==> src/rtl/dac_ad56x8_sequencer.sv <==
// dac_ad56x8_sequencer
// Keeps an AD5628/AD5648/AD5668 octal DAC in step with a bank of channel codes.
// One channel is examined per cycle (round-robin). When a channel needs a
// write, power-down or power-up, a 32-bit frame is shifted out MSB first.
// SCLK idles high, SYNC frames each word, and DIN changes on SCLK rise.
//
// Build option: define DAC_INTERNAL_REF_EN to send the internal-reference
// enable frame (0x08000001) once after every reset, before any channel frame.
//
// Parameters:
//   NUM_CH  - number of DAC channels (1..8)
//   DATA_W  - DAC resolution: 12, 14 or 16 bits
//   CLK_DIV - SCLK half-period in CLK cycles (1..255)
//   GAP_CYC - minimum SYNC-high CLK cycles between frames (1..15)
//
// Ports:
//   CLK           - clock; all logic runs on its rising edge
//   RST           - synchronous active-high reset
//   v_dac         - channel n code in bits [n*DATA_W +: DATA_W]
//   disable_dac   - per-channel power-down request (1 = power down)
//   force_refresh - single-cycle pulse; rewrite every enabled channel
//   SCLK/SYNC/DIN - serial interface to the DAC
//   busy          - high while a frame or the inter-frame gap is in progress
//   frame_done    - single-cycle pulse as SYNC rises after a complete frame

module dac_ad56x8_sequencer #(
    parameter int NUM_CH  = 8,
    parameter int DATA_W  = 16,
    parameter int CLK_DIV = 1,
    parameter int GAP_CYC = 2
) (
    input  logic                     CLK,
    input  logic                     RST,
    input  logic [NUM_CH*DATA_W-1:0] v_dac,
    input  logic [NUM_CH-1:0]        disable_dac,
    input  logic                     force_refresh,
    output logic                     SCLK,
    output logic                     SYNC,
    output logic                     DIN,
    output logic                     busy,
    output logic                     frame_done
);

    localparam int PTR_W = (NUM_CH > 1) ? $clog2(NUM_CH) : 1;

    typedef enum logic [2:0] {
        INIT,
        SCAN,
        LOAD,
        SHIFT,
        GAP
    } state_t;

    typedef enum logic [1:0] {
        WORK_WRITE,
        WORK_PDOWN,
        WORK_PUP,
        WORK_REF
    } work_t;

    state_t             state;
    work_t              work;
    logic [PTR_W-1:0]   scan_ptr;
    logic [PTR_W-1:0]   sel_ch;
    logic [DATA_W-1:0]  sel_code;
    logic [DATA_W-1:0]  shadow [NUM_CH];
    logic [NUM_CH-1:0]  valid;
    logic [NUM_CH-1:0]  pdown;
    logic [31:0]        shreg;
    logic [7:0]         div_cnt;
    logic [6:0]         half_cnt;
    logic [3:0]         gap_cnt;

    logic [DATA_W-1:0]  scan_code;
    logic [DATA_W-1:0]  scan_shadow;
    logic               scan_dis;
    logic               scan_valid;
    logic               scan_pd;
    logic               has_work;
    work_t              scan_work;
    logic [PTR_W-1:0]   next_ptr;
    logic [31:0]        frame;

    // Select the channel under the scan pointer and classify its pending work.
    // Power-state changes outrank data writes, and a disabled channel can only
    // ever produce a power-down request.
    always_comb begin
        scan_code   = '0;
        scan_shadow = '0;
        scan_dis    = 1'b0;
        scan_valid  = 1'b0;
        scan_pd     = 1'b0;
        for (int n = 0; n < NUM_CH; n++) begin
            if (scan_ptr == PTR_W'(n)) begin
                scan_code   = v_dac[n*DATA_W +: DATA_W];
                scan_shadow = shadow[n];
                scan_dis    = disable_dac[n];
                scan_valid  = valid[n];
                scan_pd     = pdown[n];
            end
        end

        has_work  = 1'b1;
        scan_work = WORK_WRITE;
        if (scan_dis && !scan_pd) begin
            scan_work = WORK_PDOWN;
        end else if (!scan_dis && scan_pd) begin
            scan_work = WORK_PUP;
        end else if (!scan_dis && (!scan_valid || scan_code != scan_shadow)) begin
            scan_work = WORK_WRITE;
        end else begin
            has_work = 1'b0;
        end

        next_ptr = (scan_ptr == PTR_W'(NUM_CH - 1)) ? '0 : scan_ptr + PTR_W'(1);
    end

    // Assemble the 32-bit word from the work captured during SCAN. Data is
    // left-justified at bit 19 so narrower parts get zero-filled low bits.
    always_comb begin
        frame = '0;
        case (work)
            WORK_WRITE: begin
                frame[27:24]        = 4'h3;
                frame[23:20]        = 4'(sel_ch);
                frame[19 -: DATA_W] = sel_code;
            end
            WORK_PDOWN: begin
                frame[27:24]  = 4'h4;
                frame[9:8]    = 2'b01;
                frame[sel_ch] = 1'b1;
            end
            WORK_PUP: begin
                frame[27:24]  = 4'h4;
                frame[9:8]    = 2'b00;
                frame[sel_ch] = 1'b1;
            end
            WORK_REF: begin
                frame[27:24] = 4'h8;
                frame[0]     = 1'b1;
            end
        endcase
    end

    // Sequencer. SHIFT counts 65 half-periods: 64 SCLK toggles followed by one
    // more half-period of SCLK high before SYNC is raised. DIN moves on each
    // SCLK rise so it is stable at the following fall, where the DAC samples.
    always_ff @(posedge CLK) begin
        if (RST) begin
            state      <= INIT;
            work       <= WORK_WRITE;
            scan_ptr   <= '0;
            sel_ch     <= '0;
            sel_code   <= '0;
            valid      <= '0;
            pdown      <= '0;
            for (int n = 0; n < NUM_CH; n++) begin
                shadow[n] <= '0;
            end
            shreg      <= '0;
            div_cnt    <= '0;
            half_cnt   <= '0;
            gap_cnt    <= '0;
            SCLK       <= 1'b1;
            SYNC       <= 1'b1;
            DIN        <= 1'b0;
            busy       <= 1'b0;
            frame_done <= 1'b0;
        end else begin
            frame_done <= 1'b0;

            case (state)
                INIT: begin
`ifdef DAC_INTERNAL_REF_EN
                    work  <= WORK_REF;
                    state <= LOAD;
`else
                    state <= SCAN;
`endif
                end

                SCAN: begin
                    // The pointer always advances, so after servicing a channel
                    // the next scan starts with its neighbour.
                    scan_ptr <= next_ptr;
                    if (has_work) begin
                        sel_ch   <= scan_ptr;
                        sel_code <= scan_code;
                        work     <= scan_work;
                        state    <= LOAD;
                    end
                end

                LOAD: begin
                    shreg    <= frame;
                    DIN      <= frame[31];
                    SYNC     <= 1'b0;
                    busy     <= 1'b1;
                    div_cnt  <= '0;
                    half_cnt <= '0;
                    state    <= SHIFT;
                    case (work)
                        WORK_WRITE: begin
                            shadow[sel_ch] <= sel_code;
                            valid[sel_ch]  <= 1'b1;
                        end
                        WORK_PDOWN: begin
                            pdown[sel_ch] <= 1'b1;
                        end
                        WORK_PUP: begin
                            pdown[sel_ch] <= 1'b0;
                            valid[sel_ch] <= 1'b0;
                        end
                        default: begin
                        end
                    endcase
                end

                SHIFT: begin
                    if (div_cnt == 8'(CLK_DIV - 1)) begin
                        div_cnt <= '0;
                        if (half_cnt == 7'd64) begin
                            SYNC       <= 1'b1;
                            frame_done <= 1'b1;
                            gap_cnt    <= '0;
                            state      <= GAP;
                        end else begin
                            half_cnt <= half_cnt + 7'd1;
                            SCLK     <= ~SCLK;
                            if (!SCLK) begin
                                DIN   <= shreg[30];
                                shreg <= {shreg[30:0], 1'b0};
                            end
                        end
                    end else begin
                        div_cnt <= div_cnt + 8'd1;
                    end
                end

                GAP: begin
                    if (gap_cnt == 4'(GAP_CYC - 1)) begin
                        busy  <= 1'b0;
                        state <= SCAN;
                    end else begin
                        gap_cnt <= gap_cnt + 4'd1;
                    end
                end

                default: begin
                    state <= INIT;
                end
            endcase

            // Placed last so a refresh arriving in the same cycle as a LOAD
            // still wins over that channel's valid update.
            if (force_refresh) begin
                valid <= '0;
            end
        end
    end

endmodule

==> config.mk <==
export PLATFORM = sky130hd
export DESIGN_NAME = dac_ad56x8_sequencer
export DESIGN_NICKNAME = d
export VERILOG_FILES = /design/src/rtl/dac_ad56x8_sequencer.sv
export SDC_FILE = /design/constraint.sdc
export NUM_CORES = 1
export LEC_CHECK = 0
export ABC_CLOCK_PERIOD_IN_PS = 3600
export CAP_MARGIN = 20
export CORE_MARGIN = 4
export CORE_UTILIZATION = 51
export CTS_CLUSTER_SIZE = 14
export DETAILED_ROUTE_END_ITERATION = 7
export PLACE_DENSITY = 0.74
export SLEW_MARGIN = 20
export SYNTH_ARGS = -nofsm -noshare
export SYNTH_HDL_FRONTEND = slang
export SYNTH_SLANG_ARGS = --single-unit
export TNS_END_PERCENT = 5
==> constraint.sdc <==
create_clock -name CLK -period 3.6 [get_ports CLK]
set_clock_uncertainty 0.15 [all_clocks]
set_input_delay 0.72 -clock CLK [delete_from_list [all_inputs] [get_ports CLK]]
set_output_delay 0.72 -clock CLK [all_outputs]
set_load 0.02 [all_outputs]
==> metrics.csv, run 1 <==
stage,metric,value,unit
outcome,status,"finished, final reports clean",
critical_path,crit-path max cell delay,0.45,ns
synth,Post-synth ARST share,0,%
drt,DR vias/cell,6.45,
critical_path,critical path arrival,3.81,ns
synth,"Cell Area, Synth",12400,µm²
timing,Hold Slack,0.304,ns
critical_path,RR Startpoint,scan_ptr[1]$_SDFFE_PP0P_,
synth,Yosys reg bits,226,
critical_path,Reg2Reg Capture Point,sel_code[12]$_SDFFE_PP0P_,
drt,Post-Route WL,43700,µm
die,initial core utilization,52.4,%
grt,first-pass GRT wire length,64700,µm
power_and_ir_drop,total power,7.87,mW
flow_run,# Max-Cap Violations,0,
synth,library cells used by synthesis,85,
clock_network,Clock Tree Root,clkbuf_16,
die,Die Span Y,164,µm
drt,drt initial violations,1488,
drt,Remaining DRCs,0,
timing,max frequency,283,MHz
grt,largest net degree at the start of global routing,106,
die,width of the die,164,µm
final_layout,share of layout cells above drive strength 1,16.9,%
clock_network,clock tree sinks,226,
worst_hold_path,Worst Hold Class,reg -> reg,
timing,Hold Fails Final Rpt,0,
timing,Final setup violation count,0,
place,placed insts,1790,
critical_path,CP Launch Point,scan_ptr[1]$_SDFFE_PP0P_,
timing,Setup TNS Final,0,ns
drt,vias,11900,
critical_path,Crit path buffers/inverters,4,
place,HPWL after DPL,30500,µm
synth,post-synth net total,1491,
grt,Total GRT Usage,31.0,%
clock_network,CTS tree,done,
critical_path,crit path to,sel_code[12]$_SDFFE_PP0P_,
die,Core Box Area,23700,µm²
place,dpl cell area,14600,µm²
critical_path,CP Capture Type,register,
critical_path,CP Class,reg -> reg,
grt,total global routing overflow,0,
final_layout,Nets,1668,
final_layout,fin area,15900,µm²
grt,initial antenna violation count,0,
critical_path,R2R cell count,14,
die,full die area,26900,µm²
final_layout,area grow syn2layout,28.3,%
critical_path,Required @ worst endpoint,3.87,ns
critical_path,"delay-heaviest family, CP",simple AND/OR/NAND/NOR gates,
die,Core Rows,56,
timing,crit path time final,3.54,ns
critical_path,critical path depth in cells,14,
timing,Slew HR,44.6,%
place,IO Port Bufs,143,
place,GP Congestion,0.910,
synth,Post-synth EDFFs,128,
power_and_ir_drop,pwr/cell area,495,nW/µm²
drt,Final ANT Viol Nets,0,
power_and_ir_drop,VDD IR-drop max,0.000306,V
final_layout,Finished Layout Cells,1849,
critical_path,Crit path top cell by count,buf_4,
critical_path,Setup crit start kind,register,
timing,Worst Max-Slew Pin Slew,0.828,ns
clock_network,"Clk Latency, worst-skew pair",0.52,ns
timing,Tcrit/Tclk final,98.2,%
timing,unrepaired setup endpoints after global routing,yes,
final_layout,# diodes,0,
synth,register area share after synthesis,46.8,%
clock_network,Clock Path Buffers,3,
grt,vias in the first global route,11300,
synth,Gate Count Post-Synth,1336,
critical_path,Worst R2R Setup Slack,0.06,ns
synth,mean area per synthesized cell,9.28,µm²
synth,Synth Warn #,0,
clock_network,"CTS clk-pin slew, worst paths",0.06,ns
drt,Wirelength per Cell,23.6,µm
die,I/O pin cnt,144,
critical_path,crit-path cells,inv_4 -> ha_4 -> buf_4 -> and2_1 -> buf_4 -> a2111oi_1 -> a21o_1 -> xor2_1 -> nand3_1 -> nor4_4 -> and3_4 -> buf_12 -> nor2_8 -> o31ai_2,
clock_network,CTS H-tree lvls,1,
drt,Pre-antenna DRT Iters,5,
critical_path,Slowest cell on crit path,a2111oi_1,
critical_path,worst-path fanout max,10,
clock_network,total CTS buffers,23,
power_and_ir_drop,Pleak,5.59,nW
timing,max-slew violations,0,
synth,Main synth FF type,edfxtp_1,
state kept, by name (all words and copies together), names as in the netlist, named ones only:
name        flops
sel_ch          3
state           3
gap_cnt         4
scan_ptr        3
busy            1
shadow        128
frame_done      1
work            2
shreg          31
div_cnt         8
sel_code       16
SYNC            1
SCLK            1
half_cnt        7
DIN             1
power by group:
group	switching, mW	internal, mW	leakage, nW	total (mW)
clock network	1.01	1.40	0.388	2.41
registers	0.125	2.87	2.12	3.00
logic	1.39	1.07	3.08	2.46
kinds of logic (layout without fill, tap and decap cells):
| group | after synthesis | count (layout) | synth area share (%) |
|---|---|---|---|
| multiplexers | 3 | 3 | 0.252 |
| flip-flops | 226 | 226 | 46.8 |
| AO/OA/AOI/OAI | 376 | 376 | 21.7 |
| adder cells (fa/ha/maj) | 16 | 16 | 1.61 |
| buffers and inverters | 157 | 351 | 6.12 |
| XOR/XNOR | 29 | 29 | 2.05 |
| AND/OR/NAND/NOR | 529 | 529 | 21.4 |
what timing repair did:
action                                 CTS  global route
hold buffers                             0             0
resized for setup                       22            51
pin swaps                                5            25
cloned                                   0             3
setup buffers                            3            11
endpoints found under the hold margin    0             0
setup endpoints to repair               23            23
how the worst min path moves through the flow:
stage / start / to / slack, ns / depth (start not counted)
global placement: SYNC$_SDFFE_PP1P_ / SYNC$_SDFFE_PP1P_ / 0.28 / 1
finish: SYNC$_SDFFE_PP1P_ / SYNC$_SDFFE_PP1P_ / 0.30 / 1
floorplan: shreg[28]$_SDFFE_PP0P_ / shreg[28]$_SDFFE_PP0P_ / 0.28 / 2
CTS: shreg[8]$_SDFFE_PP0P_ / shreg[8]$_SDFFE_PP0P_ / 0.31 / 2
detailed placement: SYNC$_SDFFE_PP1P_ / SYNC$_SDFFE_PP1P_ / 0.29 / 1
global route: shreg[8]$_SDFFE_PP0P_ / shreg[8]$_SDFFE_PP0P_ / 0.33 / 2
through the flow:
step                      util (%)  setup WS (ns)
after floorplan                  -          0.134
after global placement        61.6         -0.208
after detailed placement      61.7         -0.313
after CTS                     65.5        0.00309
after global routing          67.2        -0.0783
final                         67.2         0.0642
cells in the mapped netlist, drive strengths merged (25+ instances only):
cell,n,area (µm²)
clkbuf,58,218
a221oi,47,462
nand2,84,318
inv,39,146
dfxtp,98,1960
a211oi,25,193
nor2,130,509
o21ai,71,355
nor3,140,701
and2,37,231
edfxtp,128,3840
buf,60,395
a21oi,87,443
nand3,29,145
placed cells by master, fill, tap and decap left out, drive strengths merged, types with 18 or more instances in the layout:
cell type        n
edfxtp         128
o21ai           71
a221oi          47
clkbuf          34
clkdlybuf4s50  142
xor2            18
a211oi          25
nor3           140
nor2           130
inv             42
nand2           84
nand3           29
and2            37
a21oi           87
dfxtp           98
nand2b          18
and3            18
buf            125
worst reg2reg max path: stages (launching register included):
cell	delay (ns)
dfxtp_4	0.40
inv_4	0.06
ha_4	0.20
buf_4	0.16
and2_1	0.16
buf_4	0.18
a2111oi_1	0.45
a21o_1	0.23
xor2_1	0.18
nand3_1	0.14
nor4_4	0.42
and3_4	0.32
buf_12	0.14
nor2_8	0.07
o31ai_2	0.19
layer usage:
metal / GRT usage (%) / up-vias / share of wire (%)
met5: 0 / - / 0
met4: 14.6 / 0 / 5.2
met3: 7.28 / 160 / 12
met2: 49.5 / 776 / 45
met1: 39.9 / 5649 / 38
li1: - / 5338 / -
final cells by class:
cell class | count | area, µm²
clock buffer | 31 | 678
clock inverter | 11 | 88.8
fill | 1876 | 7770
inverter | 39 | 154
multi-input combinational | 953 | 6120
sequential | 226 | 5810
tap | 319 | 399
timing repair buffer | 270 | 2650
No activity file was read; power rests on OpenSTA's default activity.
==> run 2: changes to the inputs <==
--- a/config.mk
+++ b/config.mk
@@ -11,7 +11,7 @@
 export CORE_UTILIZATION = 51
 export CTS_CLUSTER_SIZE = 14
 export DETAILED_ROUTE_END_ITERATION = 7
-export PLACE_DENSITY = 0.74
+export PLACE_DENSITY_LB_ADDON = 0.12
 export SLEW_MARGIN = 20
 export SYNTH_ARGS = -nofsm -noshare
 export SYNTH_HDL_FRONTEND = slang
==> run 2 against run 1 <==
The run now ends with negative setup slack left. Flip-flop and latch count unchanged. Setup slack worse by 0.068 ns. Non-clock buffer count up 28. Critical path depth up 2. Via count down 0.33%. Routed wire length up 0.65%. Global-route usage up 0.30 points. Fmax down 1.9%. Worst hold slack about the same. Largest cell class unchanged.
==> metrics.csv, run 2 (same netlist as run 1, synthesis figures left out) <==
stage,metric,value,unit
outcome,status,finished with violations,
outcome,violated checks,negative setup slack,
timing,max-slew violations,0,
clock_network,Clock Tree Root,clkbuf_16,
final_layout,max FFs per register,128,
critical_path,Slowest cell on crit path,dfxtp_4,
timing,unrepaired setup endpoints after global routing,yes,
final_layout,filler cell count,1910,
power_and_ir_drop,Pleak,5.75,nW
clock_network,total CTS buffers,23,
grt,Total GRT Usage,31.3,%
timing,max frequency,277,MHz
power_and_ir_drop,internal power,5.41,mW
timing,Final setup violation count,1,
grt,vias in the first global route,11200,
drt,drt initial violations,1640,
grt,initial antenna violation count,1,
final_layout,area of the multi-input gates,6110,µm²
critical_path,Required @ worst endpoint,3.88,ns
place,GP Congestion,0.909,
critical_path,crit-path cells,buf_6 -> ha_4 -> nor2b_4 -> buf_4 -> clkbuf_16 -> a221oi_2 -> o211ai_1 -> a221oi_2 -> xor2_1 -> nand4_1 -> nor4_4 -> and3_4 -> buf_12 -> buf_12 -> o21ai_0 -> a21oi_1,
grt,largest net degree at the start of global routing,106,
worst_hold_path,Worst Hold Class,reg -> reg,
drt,Post-Route WL,43900,µm
final_layout,Seq. cell area,5810,µm²
critical_path,crit-path max cell delay,0.38,ns
drt,Remaining DRCs,0,
critical_path,CP Class,reg -> reg,
power_and_ir_drop,Net Sw Frac,31.6,%
clock_network,count of hold-fix buffers inserted at cts,0,
timing,crit path time final,3.60,ns
final_layout,Nets,1696,
power_and_ir_drop,Reg power frac,37.9,%
grt,total global routing overflow,0,
clock_network,clock tree sinks,226,
timing,Setup TNS Final,-0.00375,ns
place,IO Port Bufs,143,
power_and_ir_drop,VDD IR-drop max,0.000394,V
drt,Pre-antenna DRT Iters,6,
clock_network,Clock Path Buffers,3,
die,Core Rows,56,
drt,vias,11900,
timing,Slew HR,50.8,%
drt,Wirelength per Cell,23.4,µm
drt,Final ANT Viol Nets,0,
clock_network,CTS H-tree lvls,1,
critical_path,Setup crit start kind,register,
clock_network,"CTS clk-pin slew, worst paths",0.06,ns
timing,Tcrit/Tclk final,100,%
timing,Worst Max-Slew Pin Slew,0.735,ns
flow_run,# Max-Cap Violations,0,
die,Core Box Area,23700,µm²
final_layout,Largest Register,shadow,
drt,DR vias/cell,6.33,
power_and_ir_drop,Clock power frac,29.8,%
power_and_ir_drop,Psw,2.50,mW
final_layout,"most common cell after layout, fill and taps aside",clkdlybuf4s50_1,
final_layout,share of layout cells above drive strength 1,18.0,%
place,HPWL after DPL,30300,µm
critical_path,"delay-heaviest family, CP",compound AO/OA/AOI/OAI gates,
die,width of the die,164,µm
critical_path,worst-path fanout max,10,
die,initial core utilization,52.4,%
place,placed insts,1798,
power_and_ir_drop,pwr/cell area,488,nW/µm²
clock_network,CTS tree,done,
final_layout,Finished Layout Cells,1877,
final_layout,most frequent cells in the layout,"142 x clkdlybuf4s50_1, 140 x nor3_1, 128 x edfxtp_1",
critical_path,CP Capture Type,register,
die,I/O pin cnt,144,
critical_path,critical path arrival,3.89,ns
die,Die Span Y,164,µm
power_and_ir_drop,Logic pwr share,32.3,%
final_layout,biggest regs,"shadow (128), shreg (31), sel_code (16)",
timing,Hold Fails Final Rpt,0,
clock_network,"Clk Latency, worst-skew pair",0.51,ns
die,full die area,26900,µm²
final_layout,area grow syn2layout,30.7,%
grt,first-pass GRT wire length,65100,µm
timing,Final WS setup,-0.00375,ns
critical_path,Crit path buffers/inverters,5,
run 2: layout make-up:
| cell class | instances | area share (%) |
|---|---|---|
| well taps | 319 | 2.46 |
| diodes | 1 | 0.0154 |
| repair buffers | 298 | 18.3 |
| multi-input cells | 953 | 37.7 |
| flip-flops and latches | 226 | 35.9 |
| inverters | 39 | 1.00 |
| clock buffers | 36 | 4.31 |
| clock inverters | 5 | 0.301 |
run 2: path summary, 6_finish.rpt:
| path | start | end | slack [ns] | depth (start not counted) |
|---|---|---|---|---|
| setup reg to reg | scan_ptr[0]$_SDFFE_PP0P_ | sel_code[1]$_SDFFE_PP0P_ | -0.004 | 16 |
| setup / recovery | scan_ptr[0]$_SDFFE_PP0P_ | sel_code[1]$_SDFFE_PP0P_ | -0.004 | 16 |
| hold reg to reg | shreg[29]$_SDFFE_PP0P_ | shreg[29]$_SDFFE_PP0P_ | 0.30 | 2 |
| hold / removal | shreg[29]$_SDFFE_PP0P_ | shreg[29]$_SDFFE_PP0P_ | 0.30 | 2 |
run 2: per-stage QoR:
step / worst slack [ns] / hold slack (ns) / area, µm² / power [mW] / util (%)
floorplan: 0.134 / 0.282 / 12400 / 4.29 / -
global placement: -0.343 / 0.291 / 14700 / 5.23 / 62.0
detailed placement: -0.384 / 0.296 / 14700 / 5.25 / 62.0
CTS: -0.00705 / 0.305 / 15700 / 7.67 / 66.3
global route: -0.123 / 0.338 / 16200 / 8.21 / 68.5
finish: -0.00375 / 0.303 / 16200 / 7.91 / 68.5
run 2: tightest hold or removal path: cells and delay by family, from the launching register on:
family,cells,cell delay (ns)
DFF,1,0.30
and+or+nand+nor,1,0.05
AOI/OAI and AO/OA,1,0.05
run 2: power groups by stage:
stage	Sequential, mW	Combinational [mW]	Clock, mW
floorplan	3.00	1.29	0
global placement	3.04	2.19	0
global route	3.01	2.71	2.49
detailed placement	3.04	2.20	0
CTS	2.99	2.30	2.38
finish	3.00	2.55	2.36
run 2: timing repair:
item,4_1_cts,5_1_grt
buffers inserted,9,21
setup endpoints to repair,23,23
gates cloned,1,7
pin swaps,15,25
resized for setup,41,31
run 2: metal layers:
metal	global-route usage, %	up-vias	wire [µm]
li1	-	5407	-
met1	42.0	5639	17500
met2	49.3	739	19700
met3	7.08	99	5060
met4	12.4	0	1680
met5	0	-	0
==> run 3: changes to the inputs <==
--- a/config.mk
+++ b/config.mk
@@ -11,7 +11,7 @@
 export CORE_UTILIZATION = 51
 export CTS_CLUSTER_SIZE = 14
 export DETAILED_ROUTE_END_ITERATION = 7
-export PLACE_DENSITY_LB_ADDON = 0.12
+export PLACE_DENSITY_LB_ADDON = 0.3
 export SLEW_MARGIN = 20
 export SYNTH_ARGS = -nofsm -noshare
 export SYNTH_HDL_FRONTEND = slang
==> run 3 against run 2 <==
The run still ends with negative setup slack left. Register-to-register slack got worse by 0.07 ns. Clock-buffer cell count fell by 5. Critical path depth fell by 1. Critical endpoint is now sel_code[3]$_SDFFE_PP0P_. Highest routed layer is now met5.
==> metrics.csv, run 3 (same netlist as run 1, synthesis figures left out) <==
stage,metric,value,unit
drt,metal2 WL,19700,µm
clock_network,Clock Path Buffers,3,
die,I/O pin cnt,144,
drt,Pre-antenna DRT Iters,8,
drt,Remaining DRCs,0,
clock_network,Clock Tree Root,clkbuf_16,
drt,DR vias/cell,6.46,
place,HPWL after DPL,30300,µm
critical_path,Required @ worst endpoint,3.88,ns
drt,Post-Route WL,43900,µm
worst_hold_path,Worst Hold Class,reg -> reg,
final_layout,max FFs per register,128,
final_layout,biggest regs,"shadow (128), shreg (31), sel_code (16)",
final_layout,share of layout cells above drive strength 1,17.4,%
clock_network,count of hold-fix buffers inserted at cts,0,
power_and_ir_drop,Pleak,5.60,nW
timing,Hold Fails Final Rpt,0,
clock_network,"CTS clk-pin slew, worst paths",0.06,ns
drt,met3 wire len,5380,µm
power_and_ir_drop,VDD IR-drop max,0.000395,V
timing,Final setup violation count,16,
critical_path,Crit path top cell by count,buf_12,
timing,Slew HR,41.2,%
place,GP Congestion,0.936,
critical_path,worst-path fanout max,10,
die,full die area,26900,µm²
critical_path,Slowest cell on crit path,a222oi_1,
final_layout,Seq. cell area,5810,µm²
clock_network,clock tree sinks,226,
final_layout,area of the multi-input gates,6150,µm²
drt,vias,12000,
clock_network,total CTS buffers,23,
grt,initial antenna violation count,1,
final_layout,Largest Register,shadow,
critical_path,CP Capture Type,register,
timing,crit path time final,3.68,ns
final_layout,utilization after layout,67.3,%
clock_network,CTS tree,done,
drt,top layer used by detailed routing,met5,
power_and_ir_drop,pwr/cell area,491,nW/µm²
clock_network,CTS H-tree lvls,1,
drt,metal1 wirelength,16600,µm
timing,Final WS setup,-0.0785,ns
grt,total global routing overflow,0,
final_layout,# diodes,0,
die,Core Rows,56,
timing,max frequency,272,MHz
final_layout,most frequent cells in the layout,"142 x clkdlybuf4s50_1, 139 x nor3_1, 128 x edfxtp_1",
drt,drt initial violations,1629,
final_layout,fin area,15900,µm²
final_layout,"most common cell after layout, fill and taps aside",clkdlybuf4s50_1,
place,dpl cell area,14700,µm²
grt,Total GRT Usage,31.5,%
final_layout,Nets,1677,
outcome,violated checks,negative setup slack,
critical_path,critical path arrival,3.96,ns
clock_network,"Clk Latency, worst-skew pair",0.51,ns
final_layout,area grow syn2layout,28.4,%
critical_path,Setup crit start kind,register,
power_and_ir_drop,total power,7.82,mW
grt,vias in the first global route,11600,
drt,Final ANT Viol Nets,0,
grt,first-pass GRT wire length,65800,µm
timing,Tcrit/Tclk final,102,%
outcome,status,finished with violations,
critical_path,CP Class,reg -> reg,
timing,Setup TNS Final,-0.359,ns
die,initial core utilization,52.4,%
die,Core Box Area,23700,µm²
flow_run,# Max-Cap Violations,0,
place,IO Port Bufs,143,
timing,unrepaired setup endpoints after global routing,yes,
drt,Wirelength per Cell,23.6,µm
timing,Worst Max-Slew Pin Slew,0.879,ns
die,width of the die,164,µm
grt,largest net degree at the start of global routing,63,
critical_path,crit-path cells,inv_2 -> ha_4 -> nor2b_4 -> buf_6 -> a221o_1 -> o211ai_1 -> a222oi_1 -> xor2_1 -> nand3_1 -> nor4_4 -> and3_4 -> buf_12 -> buf_12 -> o21ai_1 -> a21oi_1,
critical_path,crit-path max cell delay,0.48,ns
final_layout,filler cell count,1897,
die,Die Span Y,164,µm
timing,max-slew violations,0,
-- run 3: final cells by class --
class / count / share of cell area [%]
Clock buffer: 31 / 4.00
Sequential cell: 226 / 36.5
Clock inverter: 11 / 0.676
Multi-Input combinational cell: 953 / 38.6
Tap cell: 319 / 2.51
Inverter: 39 / 0.935
Timing Repair Buffer: 279 / 16.8
-- run 3: worst max-delay path, delay by kind of cell, from the launching register on --
kind | cells | cell delay (ns)
flip-flops | 1 | 0.36
AO/OA/AOI/OAI | 5 | 1.02
AND/OR/NAND/NOR | 4 | 1.15
buffers and inverters | 4 | 0.54
adder cells (fa/ha/maj) | 1 | 0.18
XOR/XNOR | 1 | 0.18
-- run 3: power breakdown --
group	switching, mW	internal (mW)
registers	0.118	2.88
clock network	0.986	1.39
logic	1.41	1.04
total	2.51	5.30
-- run 3: what timing repair did --
item / in CTS / in global routing
gates cloned: 2 / 0
setup buffers: 5 / 4
gates resized for setup: 49 / 29
setup endpoints to repair: 23 / 23
pin swaps: 16 / 22
-- run 3: path summary, 6_finish.rpt --
| kind | from | endpoint | slack (ns) | cells past startpoint |
|---|---|---|---|---|
| min | SYNC$_SDFFE_PP1P_ | SYNC$_SDFFE_PP1P_ | 0.30 | 1 |
| max | scan_ptr[0]$_SDFFE_PP0P_ | sel_code[3]$_SDFFE_PP0P_ | -0.08 | 15 |
| min reg2reg | SYNC$_SDFFE_PP1P_ | SYNC$_SDFFE_PP1P_ | 0.30 | 1 |
| max reg2reg | scan_ptr[0]$_SDFFE_PP0P_ | sel_code[3]$_SDFFE_PP0P_ | -0.08 | 15 |
-- run 3: per-layer routing --
metal	vias up	global-route usage, %
li1	5364	-
met1	5686	40.7
met2	797	50.6
met3	160	6.70
met4	2	14.9
met5	-	0
-- run 3: per-stage QoR --
step	setup WS [ns]	hold WS, ns	std cells
floorplan	0.134	0.282	1336
global placement	-0.443	0.284	1806
detailed placement	-0.420	0.290	1806
CTS	-0.0660	0.305	1854
global route	-0.0941	0.330	1858
finish	-0.0785	0.298	1858
